### src/rtl/i2s_tx.sv
// i2s_tx: master-mode I2S transmitter. Generates SCK and WS from aclk and
// shifts stereo PCM frames out on SD, MSB first, Philips alignment (WS leads
// each slot's MSB by one SCK). One-entry holding buffer on the input side.
module i2s_tx #(
    parameter int CLK_DIV = 4,
    parameter int DATA_W  = 24,
    parameter int SLOT_W  = 32
) (
    input  logic                  aclk,
    input  logic                  aresetn,
    input  logic [2*DATA_W-1:0]   s_tdata,
    input  logic                  s_tvalid,
    output logic                  s_tready,
    output logic                  SCK,
    output logic                  WS,
    output logic                  SD,
    output logic                  underrun
);

    localparam int DIV_W = (CLK_DIV > 1) ? $clog2(CLK_DIV) : 1;
    localparam int FRAME = 2 * SLOT_W;
    localparam int B_W   = $clog2(FRAME);

    localparam logic [DIV_W-1:0] DIV_LAST = DIV_W'(CLK_DIV - 1);
    localparam logic [B_W-1:0]   B_LAST   = B_W'(FRAME - 1);
    localparam logic [B_W:0]     L_END    = (B_W+1)'(DATA_W);
    localparam logic [B_W:0]     R_START  = (B_W+1)'(SLOT_W);
    localparam logic [B_W:0]     R_END    = (B_W+1)'(SLOT_W + DATA_W);
    localparam logic [B_W:0]     WS_START = (B_W+1)'(SLOT_W - 1);
    localparam logic [B_W:0]     WS_END   = (B_W+1)'(FRAME - 2);

    logic [DIV_W-1:0]    div_cnt;
    logic [B_W-1:0]      b;
    logic [2*DATA_W-1:0] buf_data;
    logic [2*DATA_W-1:0] shift_reg;
    logic                buf_full;

    logic                tick;
    logic                fall;
    logic                load;
    logic                handshake;
    logic                buf_full_next;
    logic [B_W-1:0]      b_next;
    logic [2*DATA_W-1:0] shift_next;
    logic                sd_next;
    logic                ws_next;

    // True when slot position pos carries a sample bit rather than padding.
    function automatic logic is_data_pos(input logic [B_W-1:0] pos);
        logic [B_W:0] p;
        p = {1'b0, pos};
        return (p < L_END) || ((p >= R_START) && (p < R_END));
    endfunction

    // Next-state logic: divider events, frame position, shifter and buffer flag.
    always_comb begin
        tick          = (div_cnt == DIV_LAST);
        fall          = tick && SCK;
        load          = fall && (b == B_LAST);
        handshake     = s_tvalid && s_tready;
        b_next        = b;
        shift_next    = shift_reg;
        buf_full_next = buf_full;

        if (fall) begin
            b_next = load ? '0 : b + 1'b1;
        end

        // The shifter only advances after a data bit has been on the wire, so
        // padding positions hold the next slot's MSB at the top.
        if (load) begin
            shift_next = buf_full ? buf_data : '0;
        end else if (fall && is_data_pos(b)) begin
            shift_next = {shift_reg[2*DATA_W-2:0], 1'b0};
        end

        sd_next = is_data_pos(b_next) && shift_next[2*DATA_W-1];
        ws_next = ({1'b0, b_next} >= WS_START) && ({1'b0, b_next} <= WS_END);

        if (load && buf_full) begin
            buf_full_next = 1'b0;
        end else if (handshake) begin
            buf_full_next = 1'b1;
        end
    end

    // Bit-clock divider and frame position counter.
    always_ff @(posedge aclk or negedge aresetn) begin
        if (!aresetn) begin
            div_cnt <= '0;
            SCK     <= 1'b0;
            b       <= B_LAST;
        end else begin
            div_cnt <= tick ? '0 : div_cnt + 1'b1;
            if (tick) begin
                SCK <= !SCK;
            end
            b <= b_next;
        end
    end

    // Input holding buffer; s_tready mirrors the buffer state one edge ahead.
    always_ff @(posedge aclk or negedge aresetn) begin
        if (!aresetn) begin
            buf_data <= '0;
            buf_full <= 1'b0;
            s_tready <= 1'b0;
        end else begin
            if (handshake) begin
                buf_data <= s_tdata;
            end
            buf_full <= buf_full_next;
            s_tready <= !buf_full_next;
        end
    end

    // Serial outputs: SD and WS only move on SCK falling events.
    always_ff @(posedge aclk or negedge aresetn) begin
        if (!aresetn) begin
            shift_reg <= '0;
            SD        <= 1'b0;
            WS        <= 1'b0;
            underrun  <= 1'b0;
        end else begin
            shift_reg <= shift_next;
            if (fall) begin
                SD <= sd_next;
                WS <= ws_next;
            end
            underrun <= load && !buf_full;
        end
    end

endmodule

### config.mk
export PLATFORM = sky130hd
export DESIGN_NAME = i2s_tx
export DESIGN_NICKNAME = d
export VERILOG_FILES = /design/src/rtl/i2s_tx.sv
export SDC_FILE = /design/constraint.sdc
export NUM_CORES = 1
export LEC_CHECK = 0
export CORE_ASPECT_RATIO = 0.7
export CORE_MARGIN = 8
export CORE_UTILIZATION = 49
export CTS_BUF_LIST = sky130_fd_sc_hd__clkbuf_4
export DETAILED_ROUTE_END_ITERATION = 6
export DONT_BUFFER_PORTS = 1
export PLACE_DENSITY = 0.75
export REMOVE_ABC_BUFFERS = 1
export SLEW_MARGIN = 20
export SYNTH_ARGS = -nofsm -noshare
export SYNTH_HDL_FRONTEND = slang
export SYNTH_SLANG_ARGS = --single-unit
### constraint.sdc
create_clock -name aclk -period 4.9 [get_ports aclk]
set_input_delay 0.98 -clock aclk [delete_from_list [all_inputs] [get_ports aclk]]
set_output_delay 0.98 -clock aclk [all_outputs]
set_load 0.05 [all_outputs]
; Word level (Yosys, flattened, before mapping)
; Cells that the tools add are included.
[op_classes]
n_addsub = 2
n_eq_ne = 2
n_mux = 8
n_reduce_logical = 16
order_cmp = 8
[op_table]
columns = cell, count
row1 = 48-bit two-way mux, 3
row2 = "6-bit greater-or-equal comparator, second input constant", 2
row3 = "6-bit by 5-bit less-than comparator with 1-bit output, second input constant", 2
row4 = "6-bit less-than comparator, second input constant", 2
row5 = 6-bit two-way mux, 2
row6 = 1-bit logical AND, 10
row7 = "6-bit by 1-bit adder with 6-bit output, second input constant", 1
row8 = "6-bit == test, second input constant", 1
row9 = "6-bit by 5-bit greater-or-equal comparator with 1-bit output, second input constant", 1
row10 = "6-bit <= comparator, second input constant", 1
row11 = 1-bit logical NOT, 3
row12 = "2-bit by 1-bit adder with 2-bit output, second input constant", 1
row13 = "2-bit == test, second input constant", 1
row14 = 1-bit logical OR, 2
row15 = 1-bit two-way mux, 2
row16 = 2-bit two-way mux, 1
row17 = 2-bit nonzero test, 1
[totals]
register_bits = 110
elab_cells = 47

; Depth between registers and ports, before layout
; Gate-level depths: netlist of run 1.
[logic_depth]
depth_word = 9
ltp_mapped = 9

; Worst setup path before layout of run 1
; Ideal clock, no wire load.
[synth_path]
kind = in2reg
from = input port s_tvalid
to = register buf_data[0]
arrival_time_ns = 2.138
stages = 4
required_time_ns = 4.775
path_slack_ns = 2.637
setup_ns = 0.125
cell_sequence = nand2_1 > clkbuf_1 > buf_1 > mux2_2
[synth_via]
elab_chain_cells = 1
[synth_rtl]
columns = item, line
row1 = from (decl), 12  ; input logic s_tvalid,
row2 = 1-bit logical AND, 60  ; handshake = s_tvalid && s_tready;
row3 = to (signal assigned), 110  ; buf_data <= s_tdata;
row4 = to (decl), 34  ; logic [2*DATA_W-1:0] buf_data;
; Every way passes these cells.
; A chain may end at the register's enable or synchronous reset.

; Worst setup path in the final report of run 1
[layout_path]
from = register SCK
to = register shift_reg[23]
[layout_via]
elab_chain_cells = 3
elab_cells_between_ends = 5
[layout_rtl]
columns = item, line
row1 = from (decl), 14  ; output logic SCK,
row2 = from (signal assigned), 96  ; SCK <= !SCK;
row3 = 1-bit logical AND *, 58  ; fall = tick && SCK;
row4 = 1-bit logical AND (on tied branches), "59, 73"
row5 = 48-bit two-way mux or 2-bit nonzero test (tied branches), -
row6 = to (signal assigned), 125  ; shift_reg <= shift_next;
row7 = to (decl), 35  ; logic [2*DATA_W-1:0] shift_reg;
; Mark *: on every way between the ends. The rest lies on a longest branch, timed or not.

==> results_dict.tcl, run 1 <==
set metrics [dict create \
    async_flop_share_pct 100 \
    coreArea_mm2 0.00893 \
    final_hold_viol_count 0 \
    gp_congestion 0.852 \
    vias 2638 \
    ys_ff_latch 110 \
    die-area_mm2 0.0124 \
    period_needed_ns 2.71 \
    ir_drop_uv 277 \
    relSlewSlack_pct 31.3 \
    synthTopCellsByArea "dfrtp_1, mux2_2, a222oi_1, inv_1, dfstp_2" \
    critPathMaxFanout 46 \
    grt_max_degree 111 \
    die_x_um 130 \
    finalCritPeriodShare_pct 55.4 \
    cp-startpoint "SCK$_DFFE_PN0N_" \
    antenna_left 0 \
    endpoint_kind "register" \
    status "complete, no violations" \
    netlist_top_cells_count "dfrtp_1, mux2_2, inv_1" \
    dieHeight_um 95.7 \
    fill_cells 788 \
    syn_area_mm2 0.00444 \
    final.setup.tns_ns 0 \
    crit_type "register to register" \
    cts_sinks 110 \
    grtUsageMet1_pct 18.6 \
    synth_largest_area_cell "dfrtp_1" \
    drv_cap 0 \
    grt_util_met2_pct 21.0 \
    drt-total-wl_um 8260 \
    grt_pass1_vias 2583 \
    critical_path_arrival_ns 3.09 \
    gr-total-overflow 0 \
    ff_latch_area_mm2 0.00276 \
    setup_viol 0 \
    syn_to_final_growth_pct 4.93 \
    antenna_cells 0 \
    clk_pin_slew_ns 0.17 \
    multi_input_area_mm2 0.00141 \
    ys_warn_count 0 \
    final_cell_area_mm2 0.00466 \
    yosys.area.top_type_share_pct 58.6 \
    regToRegStartpoint "SCK$_DFFE_PN0N_" \
    dr.first_iter.drc_count 410 \
    port_buffers 0 \
    crit_path_start_kind "register" \
    detail_route.wl_per_cell_um 18.4 \
    initial_utilization_pct 49.8 \
    fmax_ghz 0.369 \
    use_met3_pct 5.36 \
    rows 29 \
    power_leakage_nw 2.37 \
    cts_buffers 9 \
    grt_use_total_pct 14.0 \
    synth-edff-count 0 \
    clock_latency_ns 0.45 \
    cts_buffer_depth 2 \
    worst_slew_pin_slew_ns 1.03 \
    dr.pass1.iters 7 \
    htreeDepth 3 \
    avgSynthCellArea_um2 13.5 \
    grt_busiest_layer "met2" \
    synthCells 329 \
    place_ws_ns 1.87 \
    cts_tree "done" \
    grt_pass1_wl_um 13400 \
    finClkSkew_ns 0.0174 \
    via_per_inst 5.88 \
    required_ns 5.28 \
    synth_top_flop_cell "dfrtp_1" \
    drcViolationCount 0 \
    cts-root-buf "clkbuf_4" \
    fin_ws_ns 2.19 \
    cts_resized 0 \
    drive_gt1_share_pct 24.9 \
    slew_violations 0 \
    p_total_mw 1.92 \
    whs_ns 0.197 \
    antenna_found_initial 2 \
    synth_cell_types 39 \
    final_nets 373 \
    place_area_mm2 0.00449 \
    seq_area_frac_synth_pct 62.1 \
    cts_hold_buf 0 \
    rsz0062_at_grt "no" \
    yosysMostFrequentCell "dfrtp_1" \
    worstHoldPathType "input port to async pin" \
    cts_setup_buffers 0 \
    hpwl_um 5330 \
    io_pins 56 \
    power_density_mw_per_mm2 413 \
]
==> cell type report <==
| class | instances | area share (%) |
|---|---|---|
| Clock buffer | 9 | 1.45 |
| Tap cell | 124 | 3.33 |
| Timing Repair Buffer | 1 | 0.590 |
| Multi-Input combinational cell | 151 | 30.2 |
| Sequential cell | 110 | 59.2 |
| Clock inverter | 7 | 1.50 |
| Inverter | 47 | 3.78 |
==> layout by cell type (no fill, tap or decap), types with 2 or more instances in the layout <==
cell,count
o21ai_1,2
xor2_1,2
nor2_4,2
dfstp_2,6
mux2_2,48
inv_1,47
clkinv_2,2
a211oi_1,2
mux2i_1,2
xnor2_1,4
nor2_1,6
clkbuf_4,9
nand2_1,8
ha_1,2
dfrtp_1,104
and2_1,2
and3_2,2
and2_2,2
nand3_1,5
a222oi_1,45
inv_6,2
==> critical path: stages, from the launching register on <==
cell and delay [ns]:
dfrtp_1 0.80, nand4_2 0.27, nor3_4 0.43, and2_2 0.79, a222oi_1 0.21, inv_1 0.12
==> routing by layer <==
layer | share of wire (%) | wire, µm | vias to the layer above
li1 | - | - | 1199
met5 | 0.25 | 21 | -
met1 | 46 | 3840 | 1352
met2 | 46 | 3790 | 72
met4 | 0.94 | 78 | 4
met3 | 6.4 | 527 | 11
==> logic make-up after synthesis <==
group / Yosys count / share of synthesized area (%)
and+or+nand+nor: 37 / 4.87
muxes: 50 / 12.6
xor gates and xnor gates: 6 / 1.18
DFF: 110 / 62.1
buffers and inverters: 68 / 6.73
AOI/OAI and AO/OA: 56 / 11.9
adders and majority gates: 2 / 0.563
==> power by group <==
group / leakage, nW / switching [mW] / total, mW / internal [mW]
clock network: 0.0781 / 0.292 / 0.449 / 0.157
logic: 0.899 / 0.0679 / 0.233 / 0.165
registers: 1.40 / 0.130 / 1.24 / 1.11
total: 2.37 / 0.490 / 1.92 / 1.44
==> final timing paths <==
path                       depth (start not counted)  slack [ns]                         to
max in group asynchronous                          0        4.48             b[3]$_DFF_PN1_
hold reg to reg                                    1        0.44       div_cnt[0]$_DFF_PN0_
min in group aclk                                  1        0.44       div_cnt[0]$_DFF_PN0_
setup / recovery                                   5        2.19  shift_reg[23]$_DFFE_PN0P_
setup reg to reg                                   5        2.19  shift_reg[23]$_DFFE_PN0P_
hold / removal                                     0        0.20    buf_data[0]$_DFFE_PN0P_
==> stage by stage <==
| step | std cells | utilization, % |
|---|---|---|
| after floorplan | 308 | - |
| after global placement | 432 | 50.3 |
| after detailed placement | 432 | 50.3 |
| after CTS | 448 | 51.9 |
| after global routing | 449 | 52.2 |
| final | 449 | 52.2 |
Power figures use the tool's default switching activity.
==> run 2: changes to the inputs <==
--- a/config.mk
+++ b/config.mk
@@ -11,7 +11,7 @@
 export CTS_BUF_LIST = sky130_fd_sc_hd__clkbuf_4
 export DETAILED_ROUTE_END_ITERATION = 6
 export DONT_BUFFER_PORTS = 1
-export PLACE_DENSITY = 0.75
+export PLACE_DENSITY = 0.77
 export REMOVE_ABC_BUFFERS = 1
 export SLEW_MARGIN = 20
 export SYNTH_ARGS = -nofsm -noshare
==> constraint.sdc (replaced) <==
create_clock -name aclk -period 2.4 [get_ports aclk]
set_input_delay 0.48 -clock aclk [delete_from_list [all_inputs] [get_ports aclk]]
set_output_delay 0.48 -clock aclk [all_outputs]
set_load 0.05 [all_outputs]
==> run 2 against run 1 <==
Against the previous run: core utilization grew 0.52 points; flip-flop and latch count is the same; total power grew 100%; wire length grew 2.4%; largest power group unchanged; the flow now finishes with violations (design-rule violations, negative hold slack); highest routed layer is now met4; clock skew grew 0.0028 ns; sequential share of layout area shrank 0.58 points.
==> results_dict.tcl, run 2 (synthesis gave the netlist of run 1 again) <==
set metrics [dict create \
    status "finished with violations" \
    violations "design-rule violations, negative hold slack" \
    dr.first_iter.drc_count 367 \
    whs_ns -0.321 \
    fmax_ghz 0.448 \
    r2r_slack_ns 0.17 \
    syn_to_final_growth_pct 5.97 \
    fin_util_pct 52.8 \
    vias 2679 \
    crit_family "simple AND/OR/NAND/NOR gates" \
    slew_violations 0 \
    antenna_left 0 \
    clock_latency_ns 0.47 \
    worstHoldPathType "input port to async pin" \
    port_buffers 0 \
    period_needed_ns 2.23 \
    setup_viol 0 \
    hpwl_um 5370 \
    rsz0062_at_grt "no" \
    htreeDepth 3 \
    drt-total-wl_um 8460 \
    p_total_mw 3.86 \
    endpoint_kind "register" \
    power_density_mw_per_mm2 820 \
    critPathMaxFanout 15 \
    grt_pass1_vias 2642 \
    clk_pin_slew_ns 0.18 \
    io_pins 56 \
    detail_route.wl_per_cell_um 18.5 \
    mostFrequentLayoutCells "dfrtp_1, mux2_2, inv_1" \
    dieHeight_um 95.7 \
    final.setup.tns_ns 0 \
    die-area_mm2 0.0124 \
    grt_use_total_pct 14.2 \
    cts_buffers 9 \
    critPathSlowestCell "dfstp_2" \
    max_stage_delay_ns 0.60 \
    final_hold_viol_count 110 \
    grt_pass1_wl_um 13600 \
    antenna_found_initial 0 \
    critical_path_arrival_ns 2.63 \
    cts-root-buf "clkbuf_4" \
    worst-path-buf-inv 2 \
    worst_slew_pin_slew_ns 0.586 \
    ir_drop_uv 584 \
    drive_gt1_share_pct 26.5 \
    cts_tree "done" \
    worstPathCellList "ha_1 -> nand4_2 -> nor3_4 -> and2_1 -> buf_4 -> a222oi_1 -> inv_1" \
    crit_type "register to register" \
    via_per_inst 5.85 \
    final_nets 380 \
    die_x_um 130 \
    cts_buffer_depth 2 \
    gp_congestion 0.793 \
    relSlewSlack_pct 60.8 \
    finalCritPeriodShare_pct 92.9 \
    coreArea_mm2 0.00893 \
    initial_utilization_pct 49.8 \
    cp-startpoint "b[0]$_DFF_PN1_" \
    grt_max_degree 111 \
    drcViolationCount 5 \
    power_leakage_nw 2.39 \
    crit_path_start_kind "register" \
    finClkSkew_ns 0.0203 \
    final_common_cell "dfrtp_1" \
    drv_cap 0 \
    cts_sinks 110 \
    rows 29 \
    dr.pass1.iters 7 \
    gr-total-overflow 0 \
    regToRegStartpoint "b[0]$_DFF_PN1_" \
    required_ns 2.80 \
]
==> run 2: worst register-to-register path: stages (launching register included) <==
cell,delay (ns)
dfstp_2,0.60
ha_1,0.25
nand4_2,0.18
nor3_4,0.41
and2_1,0.29
buf_4,0.24
a222oi_1,0.11
inv_1,0.10
==> run 2: area by class of cell <==
cell class / instances / area (µm²)
timing repair buffer: 7 / 77.6
antenna: 2 / 5.00
inverter: 47 / 176
fill: 792 / 4220
clock inverter: 7 / 56.3
tap: 124 / 155
sequential: 110 / 2760
clock buffer: 9 / 67.6
multi-input combinational: 152 / 1410
==> run 2: per-layer routing <==
layer | share of wire, % | track usage, % | up-vias | wire length, µm
met5 | 0 | 0 | - | 0
met4 | 0.43 | 2.89 | 0 | 36
li1 | - | - | 1218 | -
met2 | 45 | 21.2 | 82 | 3830
met3 | 7.3 | 6.37 | 4 | 621
met1 | 47 | 18.7 | 1375 | 3960
==> run 2: stage by stage <==
step / hold WS [ns] / cell area, µm² / setup WS, ns / instances
finish: -0.321 / 4710 / 0.169 / 458
global route: -0.383 / 4700 / 0.0312 / 456
CTS: -0.360 / 4680 / 0.168 / 453
detailed placement: 0.188 / 4550 / 0.179 / 437
global placement: 0.189 / 4550 / 0.304 / 437
floorplan: 0.184 / 4320 / -1.36 / 308
==> run 2: where the power goes <==
group / internal [mW] / leakage (nW) / switching (mW)
clock: 0.226 / 0.0673 / 0.615
combinational: 0.344 / 0.929 / 0.140
sequential: 2.27 / 1.40 / 0.265
total: 2.84 / 2.39 / 1.02
==> run 2: repair_timing <==
action | CTS | global route
hold endpoints to repair | 110 | 110
endpoints found under the setup margin | 0 | 7
resized for setup | 0 | 1
buffers inserted | 0 | 2
==> run 2: final timing paths <==
path                                             end  cells after the start
max in group asynchronous             b[3]$_DFF_PN1_                      0
hold / removal             shift_reg[36]$_DFFE_PN0P_                      0
setup reg to reg           shift_reg[25]$_DFFE_PN0P_                      7
setup / recovery           shift_reg[25]$_DFFE_PN0P_                      7
min in group aclk           buf_data[39]$_DFFE_PN0P_                      1
hold reg to reg                 div_cnt[0]$_DFF_PN0_                      1
